## config.mk

```make
export PLATFORM = sky130hd
export DESIGN_NAME = sprite_blitter
export DESIGN_NICKNAME = d
export VERILOG_FILES = /design/src/rtl/sprite_pkg.sv /design/src/rtl/sprite_raster_counter.sv /design/src/rtl/sprite_blitter.sv
export SDC_FILE = /design/constraint.sdc
export NUM_CORES = 1
export LEC_CHECK = 0
export BUFFER_PORTS_ARGS = -buffer_cell sky130_fd_sc_hd__buf_4
export CAP_MARGIN = 20
export CORE_MARGIN = 5
export CORE_UTILIZATION = 46
export DETAILED_ROUTE_END_ITERATION = 6
export PLACE_DENSITY = 0.75
export SYNTH_ARGS = -nofsm -noshare
export SYNTH_HDL_FRONTEND = slang
export SYNTH_SLANG_ARGS = --single-unit
```

## constraint.sdc

```tcl
create_clock -name vga_clk -period 3.3 [get_ports vga_clk]
set_input_delay 0.66 -clock vga_clk [delete_from_list [all_inputs] [get_ports vga_clk]]
set_output_delay 0.66 -clock vga_clk [all_outputs]
set_load 0.01 [all_outputs]
```

## src/rtl/sprite_pkg.sv

```systemverilog
// Shared types and defaults for the sprite blitter: FSM state encoding,
// default frame-buffer geometry and the transparent palette index.
package sprite_pkg;

    localparam int FB_W_DEFAULT       = 640;
    localparam int FB_H_DEFAULT       = 480;
    localparam int TRANSP_IDX_DEFAULT = 0;

    localparam logic [2:0] ST_IDLE  = 3'd0;
    localparam logic [2:0] ST_FETCH = 3'd1;
    localparam logic [2:0] ST_WAIT  = 3'd2;
    localparam logic [2:0] ST_WRITE = 3'd3;
    localparam logic [2:0] ST_DONE  = 3'd4;

    typedef enum logic [2:0] {
        IDLE  = ST_IDLE,
        FETCH = ST_FETCH,
        WAIT  = ST_WAIT,
        WRITE = ST_WRITE,
        DONE  = ST_DONE
    } blit_state_t;

    // Counter width for a range of n values; never narrower than one bit.
    function automatic int cnt_w(input int n);
        return (n > 1) ? $clog2(n) : 1;
    endfunction

endpackage

```

## src/rtl/sprite_raster_counter.sv

```systemverilog
// Raster walker over the sprite: pixel coordinates (sx, sy) plus the linear
// ROM address, which simply increments so no multiply is needed on the ROM side.
module sprite_raster_counter
    import sprite_pkg::*;
#(
    parameter int SPR_W  = 268,
    parameter int SPR_H  = 200,
    parameter int ROM_AW = 16,
    parameter int SX_W   = cnt_w(SPR_W),
    parameter int SY_W   = cnt_w(SPR_H)
) (
    input  logic              vga_clk,
    input  logic              reset_n,
    input  logic              clr,
    input  logic              adv,
    output logic [SX_W-1:0]   sx,
    output logic [SY_W-1:0]   sy,
    output logic [ROM_AW-1:0] rom_addr,
    output logic              last
);

    logic [SX_W-1:0]   sx_reg, sx_next;
    logic [SY_W-1:0]   sy_reg, sy_next;
    logic [ROM_AW-1:0] rom_addr_reg, rom_addr_next;
    logic              sx_end;
    logic              sy_end;

    assign sx_end = (sx_reg == SX_W'(SPR_W - 1));
    assign sy_end = (sy_reg == SY_W'(SPR_H - 1));

    always_comb begin
        sx_next       = sx_reg;
        sy_next       = sy_reg;
        rom_addr_next = rom_addr_reg;
        if (clr) begin
            sx_next       = '0;
            sy_next       = '0;
            rom_addr_next = '0;
        end else if (adv) begin
            rom_addr_next = rom_addr_reg + 1'b1;
            if (sx_end) begin
                sx_next = '0;
                sy_next = sy_end ? '0 : sy_reg + 1'b1;
            end else begin
                sx_next = sx_reg + 1'b1;
            end
        end
    end

    always_ff @(posedge vga_clk or negedge reset_n) begin
        if (!reset_n) begin
            sx_reg       <= '0;
            sy_reg       <= '0;
            rom_addr_reg <= '0;
        end else begin
            sx_reg       <= sx_next;
            sy_reg       <= sy_next;
            rom_addr_reg <= rom_addr_next;
        end
    end

    assign sx       = sx_reg;
    assign sy       = sy_reg;
    assign rom_addr = rom_addr_reg;
    assign last     = sx_end && sy_end;

endmodule

```

## src/rtl/sprite_blitter.sv

```systemverilog
// Copies one sprite from its palette-index ROM into the frame buffer at (x0,y0),
// skipping transparent and off-screen pixels; writes use an fb_we/fb_ready handshake.
module sprite_blitter
    import sprite_pkg::*;
#(
    parameter int SPR_W      = 268,
    parameter int SPR_H      = 200,
    parameter int FB_W       = FB_W_DEFAULT,
    parameter int FB_H       = FB_H_DEFAULT,
    parameter int ROM_AW     = 16,
    parameter int FB_AW      = 19,
    parameter int IDX_W      = 4,
    parameter int TRANSP_IDX = TRANSP_IDX_DEFAULT
) (
    input  logic              vga_clk,
    input  logic              reset_n,
    input  logic              start,
    input  logic [9:0]        x0,
    input  logic [9:0]        y0,
    output logic              busy,
    output logic              done,
    output logic [ROM_AW-1:0] rom_addr,
    input  logic [IDX_W-1:0]  rom_q,
    output logic              fb_we,
    output logic [FB_AW-1:0]  fb_addr,
    output logic [IDX_W-1:0]  fb_data,
    input  logic              fb_ready
);

    localparam int SX_W = cnt_w(SPR_W);
    localparam int SY_W = cnt_w(SPR_H);

    blit_state_t       state_reg, state_next;
    logic [9:0]        x0_reg, y0_reg;
    logic [FB_AW-1:0]  fb_addr_reg, fb_addr_next;
    logic [IDX_W-1:0]  fb_data_reg, fb_data_next;

    logic              cnt_clr;
    logic              cnt_adv;
    logic [SX_W-1:0]   sx;
    logic [SY_W-1:0]   sy;
    logic              last;

    logic [10:0]       x_sum;
    logic [10:0]       y_sum;
    logic              on_screen;
    logic              skip;

    sprite_raster_counter #(
        .SPR_W  (SPR_W),
        .SPR_H  (SPR_H),
        .ROM_AW (ROM_AW),
        .SX_W   (SX_W),
        .SY_W   (SY_W)
    ) u_raster (
        .vga_clk  (vga_clk),
        .reset_n  (reset_n),
        .clr      (cnt_clr),
        .adv      (cnt_adv),
        .sx       (sx),
        .sy       (sy),
        .rom_addr (rom_addr),
        .last     (last)
    );

    // 11-bit sums cannot wrap, so an origin near the right/bottom edge clips cleanly.
    assign x_sum     = {1'b0, x0_reg} + 11'(sx);
    assign y_sum     = {1'b0, y0_reg} + 11'(sy);
    assign on_screen = (x_sum < 11'(FB_W)) && (y_sum < 11'(FB_H));
    assign skip      = (rom_q == IDX_W'(TRANSP_IDX)) || !on_screen;

    always_comb begin
        state_next   = state_reg;
        cnt_clr      = 1'b0;
        cnt_adv      = 1'b0;
        fb_addr_next = fb_addr_reg;
        fb_data_next = fb_data_reg;
        case (state_reg)
            IDLE: begin
                if (start) begin
                    cnt_clr    = 1'b1;
                    state_next = FETCH;
                end
            end
            FETCH: state_next = WAIT;
            WAIT: begin
                if (skip) begin
                    cnt_adv    = 1'b1;
                    state_next = last ? DONE : FETCH;
                end else begin
                    // Only reached for in-range coordinates, so the product never overflows.
                    fb_addr_next = FB_AW'(y_sum) * FB_AW'(FB_W) + FB_AW'(x_sum);
                    fb_data_next = rom_q;
                    state_next   = WRITE;
                end
            end
            WRITE: begin
                if (fb_ready) begin
                    cnt_adv    = 1'b1;
                    state_next = last ? DONE : FETCH;
                end
            end
            DONE:    state_next = IDLE;
            default: state_next = IDLE;
        endcase
    end

    always_ff @(posedge vga_clk or negedge reset_n) begin
        if (!reset_n) begin
            state_reg   <= IDLE;
            x0_reg      <= '0;
            y0_reg      <= '0;
            fb_addr_reg <= '0;
            fb_data_reg <= '0;
        end else begin
            state_reg   <= state_next;
            fb_addr_reg <= fb_addr_next;
            fb_data_reg <= fb_data_next;
            if (state_reg == IDLE && start) begin
                x0_reg <= x0;
                y0_reg <= y0;
            end
        end
    end

    // Status decoded straight from the state flop: fb_we falls with an async reset.
    assign busy    = (state_reg == FETCH) || (state_reg == WAIT) || (state_reg == WRITE);
    assign done    = (state_reg == DONE);
    assign fb_we   = (state_reg == WRITE);
    assign fb_addr = fb_addr_reg;
    assign fb_data = fb_data_reg;

endmodule
```

# == Word-level counts from Yosys, hierarchy flattened ==
# Index checks and enable logic that the tools add are counted.
# word_totals
ff_bits,79
out_inout_bits,42
wordCells,59
# op_classes
n_addsub,6
multipliers,1
order_cmp,2
n_eq_ne,8
mux,19
bitwise_logic,1
reduce_logical,14
# ops
op,count
$mux 16,2
$mux 8,4
$mux 9,3
$add 19x11->19,1
$add 16x1->16 const B,1
$mul 11x3->12 const B,1
$mux 3,4
$pmux 3 s4,1
$add 10x8->11,1
$add 10x9->11,1
$lt 11x10->1 const B,1
$lt 11x9->1 const B,1
$add 9x1->9 const B,1
$eq 9x9->1 const B,1
$add 8x1->8 const B,1
$eq 8x8->1 const B,1
$eq 3x2->1 const B,2
$reduce_and 2->1,3
$logic_not 4->1,1
$mux 1,4
$reduce_bool 2->1,2
$eq 3x1->1 const B,1
$eq 3x3->1 const B,1
$logic_and 1x1->1,3
7 further kinds,9

# == Logic depth before layout (Yosys ltp) ==
# Gate-level depths: netlist of the first run.
# logic_depth
ltp_word,9
ltp_mapped,18
depth_no_buf,18

# == Hierarchy ==
# A second synthesis of the first run with hierarchy kept.
# hier_totals
cells_unflattened,501
area_unflattened_um2,5230.0
# by_module_without_submodules
mod,instances,cells_per_inst,area_per_inst_um2
sprite_blitter,1,320,3460.8
sprite_raster_counter,1,181,1769.2

# == Worst setup path after synthesis of the first run ==
# No wires, ideal clock.
# synth_path
path_kind,register to register
from,"register u_raster.sy_reg[0], in the netlist u_raster.sy[0]"
to,"register fb_addr_reg[17], in the netlist fb_addr[17]"
setup_ns,0.088
arrival_time_ns,3.535
t_required_ns,3.212
setup_slack_ns,-0.324
path_stages_with_launch,17
path_buffers,0
synth_period_minus_slack_ns,3.624
path_cell_list,dfrtp_1 > ha_1 > inv_1 > fa_1 > nand2b_1 > nand2b_1 > a21oi_1 > xnor2_1 > ha_1 > fa_1 > a211oi_1 > o21bai_1 > a21oi_1 > xnor2_1 > nand2_1 > or3_1 > a41oi_1
# synth_between
elab_chain_len,7
elab_cells_between_ends,9
cone_classes,add/sub: 2; mul: 1; order compare: 1; bitwise: 1; reduce/logical: 4
# synth_rtl
element,line_no,text
start: declaration,sprite_raster_counter.sv:23,"logic [SY_W-1:0] sy_reg, sy_next;"
start signal: assignment,sprite_raster_counter.sv:57,sy_reg <= sy_next;
$add 10x8->11 (*),sprite_blitter.sv:68,"assign y_sum = {1'b0, y0_reg} + 11'(sy);"
"parallel branches: the longest is 6 deep, another holds $add 19x11->19",-,
end signal: assignment,sprite_blitter.sv:117,fb_addr_reg <= fb_addr_next;
end: declaration,sprite_blitter.sv:35,"logic [FB_AW-1:0] fb_addr_reg, fb_addr_next;"
# Every way passes the cells marked *.
# A chain may end at the register's enable or synchronous reset.

# == Worst setup path in the final report of the first run ==
# Same ends and word-level chain as after synthesis.

==> results.txt, run 1 <==
----------------------------------------------------
[Timing]
  Max transition margin ... 0.390
  Final setup violating endpoints ... 4
  Final critical-path setup slack ... -0.233 ns
  Min Tclk post-route ... 3.53 ns
  Layout Skew ... 0.0100 ns
  RSZ-0062 raised after global routing ... true
  Achievable frequency ... 0.283 GHz
  Final Hold Viols ... 0
  Worst-margin pin slew ... 0.913 ns
  Final slew viol count ... 0
  Final period utilization ... 1.07

[Logic synthesis]
  Count of mapped cells out of synthesis ... 567
  Most common library cells after synthesis ... 107 x nand2_1, 79 x dfrtp_1, 37 x ha_1
  Cell types with the largest area share after synthesis ... dfrtp_1 38%, ha_1 9.0%, nand2_1 7.8%, xnor2_1 4.3%, a21oi_1 3.5%
  Cell Area, Synth ... 5150 um2
  Yosys top cell area share ... 0.384
  Post-synth EDFFs ... 0
  Most frequent cell after synthesis ... nand2_1
  Top FF cell, synth ... dfrtp_1
  Synth Area per Inst ... 9.08 um2
  Ys Warns ... 0
  Cell taking the most area after synthesis ... dfrtp_1
  Number of distinct library cells after synthesis ... 59
  Number of synthesized register bits ... 79
  Synth async-reset ratio ... 1.00
  Number of nets produced by synthesis ... 636
  Sequential share of the synthesized area ... 0.384

[Clocking]
  Total of hold buffers inserted after clock tree synthesis ... 0
  Clock net sink count ... 79
  H-tree depth ... 3
  Root buf cell ... clkbuf_8
  Number of buffers added by the clock tree synthesis step ... 9
  TritonCTS clock tree ... done
  Worst-case clock buffer depth ... 2
  Clock-pin transition on the worst setup and hold timing paths ... 0.08 ns
  Insertion delay to the later sink of the worst-skew pair ... 0.37 ns

[Critical path]
  Worst path bufs/invs ... 1
  Start-to-end type of the worst setup path ... reg -> reg
  Reg2Reg Setup Slack ... -0.23 ns
  Ordered list of cells on the worst path ... ha_2 -> inv_2 -> fa_2 -> nand2b_4 -> nand2b_1 -> a21oi_2 -> xnor2_1 -> ha_1 -> fa_2 -> a211oi_2 -> o21bai_1 -> a21oi_2 -> xnor2_2 -> nand2_1 -> or3_4 -> a41oi_2
  Slowest Stage Delay on Critical Path ... 0.40 ns
  Start of the worst register-to-register path ... u_raster.sy[0]
  Largest delay share family, worst path ... adder cells
  Worst reg2reg endpoint ... fb_addr[17]
  CP Launch Type ... register
  Logic depth of the worst register-to-register path ... 16
  Worst endpoint required time ... 3.59 ns
  Logic depth of the worst setup path including buffers ... 16
  Worst setup path endpoint ... fb_addr[17]
  Standard cell with the maximum stage delay on the critical path ... fa_2
  Start point of the critical path ... u_raster.sy[0]
  Largest driver fanout on the critical path ... 3
  Data arrival time at the worst-slack endpoint ... 3.82 ns
  Endpoint kind of the worst setup timing path ... register

[Min path]
  HP Class ... in -> async

[Run]
  Max-cap violation count ... 0

[Power]
  Combinational fraction of design power ... 0.637
  Switching portion of total power ... 0.410
  P_sw ... 2.57 mW
  Clock network power share ... 0.118
  Leak pwr ... 3.30 nW
  Internal power ... 3.69 mW
  Power Dens Cells ... 902 nW/um2
  Worst vdd rail ir drop ... 0.508 mV
  Relative contribution of sequential cells to total power ... 0.245

[Global routing]
  Maximum number of pins on one net before global-route repair ... 80
  Via count of the first global-routing pass ... 4781
  Total gr overflow ... 0
  Number of antenna violations at the first check in global routing ... 0
  Wire length of the first global-routing pass ... 22100 um
  Total global-route track usage ... 0.206

[Die]
  Die Y ... 116 um
  IO Pins ... 70
  FP Rows ... 38
  Die span in x ... 116 um
  Die ar. ... 13400 um2
  Area of the core ... 10900 um2
  Starting density of the core ... 0.473

[Outcome]
  Failing checks ... negative setup slack
  Outcome ... complete, but fails checks

[Placed design]
  Number of input and output port buffers inserted ... 69
  Final weighted congestion of routability-driven global placement ... 0.873
  Post-placement cell count ... 835
  Placed wire-length estimate after detailed placement ... 9870 um

[Layout]
  Number of flip-flops in the largest register ... 19
  Antenna fix cells ... 0
  Net total in the final layout ... 784
  Area delta synth->final ... 34.7%
  Non-filler cells, final ... 859
  Fraction of final layout cells with drive strength greater than 1 ... 0.317
  Final core utilization ... 0.637

[Detailed routing]
  Wirelength, routed ... 13400 um
  Detailed-route vias per instance ... 5.49
  Residual antenna-violating net count after detailed routing ... 0
  1st-pass router iterations ... 5
  Wire length per cell ... 15.6 um
  Number of DRC violations after detailed routing ... 0
  DR iter-0 viols ... 274
  Total vias in the final route ... 4716

----------------------------------------------------
metrics by stage:
| step | instance area (um2) | worst slack [ns] | TNS, ns | hold WS, ns | total power [mW] |
|---|---|---|---|---|---|
| after global routing | 6940 | -0.395 | -1.52 | 0.163 | 6.76 |
| after detailed placement | 6460 | -0.273 | -0.807 | 0.474 | 5.18 |
| after global placement | 6460 | -0.190 | -0.479 | 0.468 | 5.04 |
| after floorplan | 5240 | -0.109 | -0.214 | 0.364 | 3.65 |
| after CTS | 6700 | -0.259 | -0.838 | 0.466 | 5.99 |
| final | 6940 | -0.233 | -0.700 | 0.160 | 6.26 |
routing by layer:
layer  track usage  vias up  routed length [um]
li1              -     2305                   -
met1         0.259     2283                5540
met2         0.355      111                6900
met3        0.0439       17                 775
met4        0.0650        0                 189
met5             0        -                   0
logic make-up (layout without fill, tap and decap cells):
family,count (synthesis),count (layout),share of synthesized area
and+or+nand+nor,221,221,0.204
AOI/OAI and AO/OA,133,133,0.177
adders and majority gates,41,41,0.105
DFF,79,79,0.384
xor gates and xnor gates,40,40,0.0680
buffers and inverters,38,190,0.0299
muxes,15,15,0.0316
placed cells by master, fill, tap and decap left out, drive strengths merged, types with 4 or more instances in the layout:
| cell type | Yosys | final |
|---|---|---|
| nor3 | 7 | 7 |
| buf | 5 | 156 |
| nand3 | 18 | 18 |
| and3 | 7 | 7 |
| or4 | 7 | 7 |
| nor2b | 5 | 5 |
| o21a | 8 | 8 |
| nand4 | 9 | 9 |
| mux2i | 5 | 5 |
| and2 | 6 | 6 |
| a21o | 9 | 9 |
| nor2 | 31 | 31 |
| o31ai | 7 | 7 |
| xor2 | 15 | 15 |
| nand2b | 5 | 5 |
| dfrtp | 79 | 79 |
| ha | 37 | 37 |
| clkbuf | 14 | 12 |
| or3 | 4 | 4 |
| xnor2 | 25 | 25 |
| o211ai | 9 | 9 |
| nand2 | 107 | 107 |
| a2111oi | 4 | 4 |
| a211oi | 10 | 10 |
| fa | 4 | 4 |
| mux2 | 10 | 10 |
| o21ai | 34 | 34 |
| a21oi | 37 | 37 |
| inv | 19 | 19 |
timing repair:
| action | CTS | global route |
|---|---|---|
| endpoints found under the setup margin | 4 | 44 |
| resized for setup | 2 | 32 |
| pin swaps | 13 | 22 |
| buffers inserted | 4 | 4 |
layout make-up:
type | count | area (um2)
Fill cell | 866 | 3950
Multi-Input combinational cell | 450 | 3300
Sequential cell | 79 | 1980
Timing Repair Buffer | 156 | 1220
Tap cell | 140 | 175
Clock buffer | 12 | 155
Inverter | 19 | 71.3
Clock inverter | 3 | 42.5
how the worst min path moves through the flow:
stage                             end  slack (ns)  cells past startpoint
after floorplan            fb_addr[0]        0.36                      0
after global placement    fb_addr[12]        0.47                      2
after detailed placement    y0_reg[5]        0.47                      2
after CTS                   x0_reg[3]        0.47                      3
after global routing       fb_addr[2]        0.16                      1
final                      fb_addr[2]        0.16                      1
power groups by stage:
stage	clock network (mW)	registers [mW]	logic (mW)
after floorplan	0	1.53	2.12
after global placement	0	1.50	3.55
after detailed placement	0	1.52	3.66
after CTS	0.755	1.50	3.73
after global routing	0.798	1.57	4.40
final	0.738	1.53	3.99
No activity file was read; power rests on OpenSTA's default activity.
==> run 2, diff against run 1 <==
Settings changed: PLACE_DENSITY 0.75 to 0.69.
==> run 2 against run 1 <==
  * The flow still finishes with violations (negative setup slack)
  * Fmax is 0.50% higher
  * Final cell count rose by 1.5%
  * Wire length is 0.46% higher
  * Design area grew 3.3%
  * Sequential power about the same
  * Die area unchanged
  * Worst hold slack worse by 0.00097 ns
  * Largest cell class unchanged
  * Via count rose by 0.21%
  * Highest routed layer unchanged
  * Worst setup slack improved by 0.018 ns
  * Clock-buffer cell count did not move
  * Clock power rose by 5.0%
  * Register-to-register slack gained 0.02 ns
==> results.txt, run 2 (same netlist as run 1, synthesis figures left out) <==
----------------------------------------------------
[Timing]
  Final critical-path setup slack ... -0.215 ns (+0.0177 ns)
  Final Hold Viols ... 0 (unchanged)
  Layout Skew ... 0.0119 ns (+0.00185 ns)
  Max transition margin ... 0.512 (+0.122)
  Final period utilization ... 1.07 (-0.00536)
  Worst-margin pin slew ... 0.732 ns (-0.180 ns)
  Achievable frequency ... 0.284 GHz (+0.50%)
  TNS Setup ... -0.638 ns (+0.0617 ns)
  Final setup violating endpoints ... 5 (+1)
  Min Tclk post-route ... 3.52 ns (-0.0177 ns)
  Final slew viol count ... 0 (unchanged)
  RSZ-0062 raised after global routing ... true

[Global routing]
  Maximum number of pins on one net before global-route repair ... 80 (unchanged)
  Total gr overflow ... 0 (unchanged)
  Via count of the first global-routing pass ... 4716 (-1.4%)
  Gr busiest metal ... met2
  Global routing usage on met1 ... 0.250 (-0.00913)
  Number of antenna violations at the first check in global routing ... 0 (unchanged)
  Met2 track demand over resource in global routing ... 0.346 (-0.00882)
  Wire length of the first global-routing pass ... 21600 um (-2.4%)
  Met3 capacity usage during global routing ... 0.0381 (-0.00574)
  Total global-route track usage ... 0.202 (-0.00363)

[Critical path]
  Largest driver fanout on the critical path ... 3 (unchanged)
  CP Launch Type ... register
  Start-to-end type of the worst setup path ... reg -> reg
  Endpoint kind of the worst setup timing path ... register
  Data arrival time at the worst-slack endpoint ... 3.81 ns (about the same)
  Worst endpoint required time ... 3.60 ns (about the same)

[Clocking]
  Insertion delay to the later sink of the worst-skew pair ... 0.38 ns (about the same)
  Clock net sink count ... 79 (unchanged)
  H-tree depth ... 3 (unchanged)
  TritonCTS clock tree ... done
  Clock-pin transition on the worst setup and hold timing paths ... 0.09 ns (about the same)
  Root buf cell ... clkbuf_8
  Worst-case clock buffer depth ... 2 (unchanged)
  Number of buffers added by the clock tree synthesis step ... 9 (unchanged)

[Die]
  Area of the core ... 10900 um2 (unchanged)
  Starting density of the core ... 0.473 (unchanged)
  Die span in x ... 116 um (unchanged)
  FP Rows ... 38 (unchanged)
  Die Y ... 116 um (unchanged)
  Die ar. ... 13400 um2 (unchanged)
  IO Pins ... 70 (unchanged)

[Layout]
  Fill cells ... 855 (-1.3%)
  Net total in the final layout ... 796 (+1.5%)
  Non-filler cells, final ... 872 (+1.5%)
  Antenna fix cells ... 0 (unchanged)
  Commonest non-fill, non-tap cell in the layout ... buf_4
  Number of flip-flops in the largest register ... 19 (unchanged)
  Highest-count cells in the layout ignoring fill and taps ... 161 x buf_4, 106 x nand2_1, 78 x dfrtp_1
  Fraction of final layout cells with drive strength greater than 1 ... 0.346 (+0.0285)
  Area delta synth->final ... 39.2%

[Detailed routing]
  DR iter-0 viols ... 182 (-34%)
  Residual antenna-violating net count after detailed routing ... 0 (unchanged)
  Total vias in the final route ... 4726 (+0.21%)
  Detailed-route vias per instance ... 5.42 (-1.3%)
  Wirelength, routed ... 13500 um (+0.46%)
  Wire length per cell ... 15.4 um (-1.0%)
  1st-pass router iterations ... 6 (+1)
  Number of DRC violations after detailed routing ... 0 (unchanged)

[Placed design]
  Post-placement cell count ... 835 (unchanged)
  Number of input and output port buffers inserted ... 69 (unchanged)
  Placed wire-length estimate after detailed placement ... 9510 um (-3.6%)
  Final weighted congestion of routability-driven global placement ... 0.883 (+1.1%)

[Power]
  Power Dens Cells ... 937 nW/um2 (+3.9%)
  Leak pwr ... 3.40 nW (+3.3%)
  Worst vdd rail ir drop ... 0.651 mV (+28%)

[Outcome]
  Failing checks ... negative setup slack
  Outcome ... complete, but fails checks

[Min path]
  HP Class ... in -> async

[Run]
  Max-cap violation count ... 0 (unchanged)

----------------------------------------------------
-- run 2: changes by cell type in the layout (fill, tap and decap cells not counted), sizes merged --
cell,previous run,this run
clkinv,1,2
buf,156,168
inv,19,20
clkinvlp,1,0
-- run 2: area by class of cell --
cell class                 instances  area [um2]  area share
clock buffer                      12         155      0.0216
tap                              140         175      0.0244
sequential                        79        1980       0.276
timing repair buffer             168        1330       0.186
multi-input combinational        450        3410       0.475
inverter                          19        71.3     0.00995
clock inverter                     4        52.6     0.00733
-- run 2: path summary, 6_finish.rpt --
path | from | endpoint | slack (ns) | depth (start not counted)
max | u_raster.sy[0] | fb_addr[17] | -0.22 | 16
max in group asynchronous | reset_n | u_raster.rom_addr[11] | 2.55 | 2
max reg2reg | u_raster.sy[0] | fb_addr[17] | -0.22 | 16
min in group vga_clk | x0[0] | x0_reg[0] | 0.47 | 3
min reg2reg | y0_reg[6] | y0_reg[6] | 0.49 | 2
min | reset_n | fb_addr[4] | 0.16 | 1
-- run 2: what timing repair did --
| action | in CTS | in global routing |
|---|---|---|
| setup endpoints to repair | 4 | 15 |
| gates cloned | 0 | 0 |
| gates resized for setup | 13 | 43 |
| hold buffers | 0 | 0 |
| buffers inserted | 6 | 14 |
| pin swaps | 13 | 39 |
-- run 2: through the flow --
stage	total power [mW]	cell area [um2]	utilization	hold slack, ns	worst slack (ns)
global route	7.25	7170	0.658	0.164	-0.376
floorplan	3.65	5240	-	0.364	-0.109
finish	6.72	7170	0.658	0.159	-0.215
detailed placement	5.16	6460	0.593	0.470	-0.305
CTS	6.14	6780	0.623	0.447	-0.190
global placement	5.05	6460	0.593	0.467	-0.185
-- run 2: metal layers --
layer,up-vias,routed length [um]
met5,-,0
met4,0,232
met3,16,541
met2,91,6850
met1,2287,5850
li1,2332,-
-- run 2: critical path: stages (launching register included) --
cell,delay (ns)
dfrtp_1,0.37
ha_2,0.19
inv_2,0.04
fa_2,0.33
nand2b_4,0.17
nand2b_4,0.07
a21oi_2,0.06
xnor2_2,0.24
ha_4,0.26
ha_4,0.24
a211oi_2,0.26
nor2_2,0.11
o31ai_4,0.26
a21oi_2,0.11
xor2_1,0.19
or3_4,0.40
a41oi_2,0.12
-- run 2: power breakdown --
| part | internal (mW) | switching [mW] |
|---|---|---|
| combinational | 2.32 | 2.10 |
| sequential | 1.27 | 0.252 |
| clock | 0.394 | 0.381 |
| total | 3.98 | 2.73 |
==> run 3, diff against run 2 <==
Settings changed: PLACE_DENSITY 0.69 to 0.66.
Clock period 3.3 ns to 4.1 ns, I/O delays scaled along.
==> run 3 against run 2 <==
  * The run now ends clean
  * Final cell count fell by 10%
  * Clock power fell by 33%
  * Register-to-register slack improved by 0.44 ns
  * Combinational power fell by 46%
  * Clock skew barely moved
  * Largest cell class unchanged
==> results.txt, run 3 (same netlist as run 1, synthesis figures left out) <==
----------------------------------------------------
[Layout]
  Final core utilization ... 0.558 (-0.100)
  Area taken by flip-flops and latches ... 1980 um2 (about the same)
  Number of flip-flops in the largest register ... 19 (unchanged)
  Combined area of the multi-input logic cells ... 3090 um2 (-9.4%)
  Antenna fix cells ... 0 (unchanged)
  Area delta synth->final ... 18.0%
  Highest-count cells in the layout ignoring fill and taps ... 107 x nand2_1, 79 x dfrtp_1, 77 x buf_4
  Fill cells ... 991 (+16%)
  Summed area of non-filler cells in the final layout ... 6080 um2 (-15%)
  Commonest non-fill, non-tap cell in the layout ... nand2_1
  Net total in the final layout ... 706 (-11%)
  Fraction of final layout cells with drive strength greater than 1 ... 0.181 (-0.165)

[Placed design]
  Number of input and output port buffers inserted ... 69 (unchanged)
  Final weighted congestion of routability-driven global placement ... 0.839 (-4.9%)
  Placed wire-length estimate after detailed placement ... 8770 um (-7.8%)
  Area after DPL ... 5810 um2 (-9.9%)

[Power]
  Relative contribution of sequential cells to total power ... 0.295 (+0.069)
  Worst vdd rail ir drop ... 0.373 mV (-43%)
  Power Dens Cells ... 677 nW/um2 (-28%)
  Combinational fraction of design power ... 0.580 (-0.078)
  P_sw ... 1.83 mW (-33%)
  Switching portion of total power ... 0.444 (+0.0377)
  Clock network power share ... 0.126 (+0.011)
  Leak pwr ... 2.86 nW (-16%)
  Internal power ... 2.29 mW (-43%)

[Timing]
  Final setup violating endpoints ... 0 (-5)
  Max transition margin ... 0.551 (+0.0393)
  Final slew viol count ... 0 (unchanged)
  Layout Skew ... 0.0119 ns (+0.00000900 ns)
  Final period utilization ... 0.945 (-0.120)
  Achievable frequency ... 0.258 GHz (-9.3%)
  Min Tclk post-route ... 3.87 ns (+0.358 ns)
  Final Hold Viols ... 0 (unchanged)
  Smallest hold slack ... 0.348 ns (+0.189 ns)
  Worst-margin pin slew ... 0.668 ns (-0.0641 ns)

[Clocking]
  Clock net sink count ... 79 (unchanged)
  Total of hold buffers inserted after clock tree synthesis ... 0 (unchanged)
  TritonCTS clock tree ... done
  H-tree depth ... 3 (unchanged)
  Insertion delay to the later sink of the worst-skew pair ... 0.38 ns (about the same)
  Clock-pin transition on the worst setup and hold timing paths ... 0.08 ns (about the same)
  Root buf cell ... clkbuf_8
  Worst-case clock buffer depth ... 2 (unchanged)
  Number of buffers added by the clock tree synthesis step ... 9 (unchanged)

[Detailed routing]
  Detailed-route vias per instance ... 5.53 (+2.0%)
  1st-pass router iterations ... 4 (-2)
  Total vias in the final route ... 4316 (-8.7%)
  Wirelength, routed ... 12000 um (-11%)
  Wire length per cell ... 15.3 um (-0.80%)
  DR iter-0 viols ... 217 (+19%)
  Number of DRC violations after detailed routing ... 0 (unchanged)
  Residual antenna-violating net count after detailed routing ... 0 (unchanged)

[Global routing]
  Total gr overflow ... 0 (unchanged)
  Wire length of the first global-routing pass ... 20200 um (-6.6%)
  Number of antenna violations at the first check in global routing ... 0 (unchanged)
  Total global-route track usage ... 0.189 (-0.0129)
  Via count of the first global-routing pass ... 4299 (-8.8%)
  Maximum number of pins on one net before global-route repair ... 80 (unchanged)

[Min path]
  HP Class ... in -> async

[Die]
  Starting density of the core ... 0.473 (unchanged)
  Die Y ... 116 um (unchanged)
  Die ar. ... 13400 um2 (unchanged)
  IO Pins ... 70 (unchanged)
  FP Rows ... 38 (unchanged)
  Area of the core ... 10900 um2 (unchanged)
  Die span in x ... 116 um (unchanged)

[Critical path]
  Data arrival time at the worst-slack endpoint ... 4.13 ns (+0.32 ns)
  Worst endpoint required time ... 4.36 ns (+0.76 ns)
  Start-to-end type of the worst setup path ... reg -> reg
  Largest driver fanout on the critical path ... 5 (+2)
  CP Launch Type ... register
  Endpoint kind of the worst setup timing path ... register

[Outcome]
  Outcome ... completed

[Run]
  Max-cap violation count ... 0 (unchanged)

----------------------------------------------------
run 3: per-layer routing:
metal / vias to the layer above / share of wire / track usage
met5: - / 0 / 0
met4: 0 / 0.022 / 0.0820
met3: 17 / 0.044 / 0.0324
met2: 89 / 0.46 / 0.303
met1: 2046 / 0.47 / 0.254
li1: 2164 / - / -
run 3: final cells by class:
type | instances | share of cell area
inverters | 19 | 0.0117
repair buffers | 78 | 0.0996
well taps | 140 | 0.0288
multi-input cells | 450 | 0.508
clock buffers | 10 | 0.0210
clock inverters | 5 | 0.00597
flip-flops and latches | 79 | 0.325
run 3: what timing repair did:
action | CTS | global route
endpoints found under the setup margin | 0 | 3
setup buffers | 0 | 1
gates resized for setup | 0 | 12
run 3: power by group through the flow:
stage	combinational, mW	clock [mW]	sequential [mW]
finish	2.38	0.517	1.21
global route	2.67	0.565	1.25
CTS	2.28	0.539	1.22
detailed placement	2.26	0	1.23
global placement	2.21	0	1.22
floorplan	1.61	0	1.23
run 3: through the flow:
stage	power [mW]	cells	TNS [ns]	setup slack, ns
floorplan	2.84	567	0	0.476
global placement	3.43	764	0	0.271
detailed placement	3.49	764	0	0.0367
CTS	4.03	779	0	0.0149
global route	4.48	781	-0.0129	-0.0129
finish	4.11	781	0	0.226
run 3: path summary, 6_finish.rpt:
kind                                startpoint     endpoint  slack, ns  cells past startpoint
worst max-delay path            u_raster.sy[0]  fb_addr[16]       0.23                     17
worst min-delay path                   reset_n   fb_addr[6]       0.35                      1
worst max register to register  u_raster.sy[0]  fb_addr[16]       0.23                     17
worst min register to register     fb_addr[13]  fb_addr[13]       0.49                      2
max in group asynchronous              reset_n    y0_reg[8]       3.15                      2
min in group vga_clk               fb_addr[13]  fb_addr[13]       0.49                      2
run 3: worst max-delay path, cell delays in order, from the launching register on:
cell,delay [ns]
dfrtp_1,0.41
ha_2,0.22
inv_1,0.06
fa_1,0.40
nand2b_1,0.19
nand2b_1,0.08
a21oi_1,0.09
xnor2_2,0.16
ha_1,0.36
ha_1,0.34
a211oi_2,0.18
nor2_1,0.11
or4_1,0.41
o311a_1,0.18
buf_4,0.16
nand2_1,0.06
xnor2_1,0.07
mux2_1,0.28
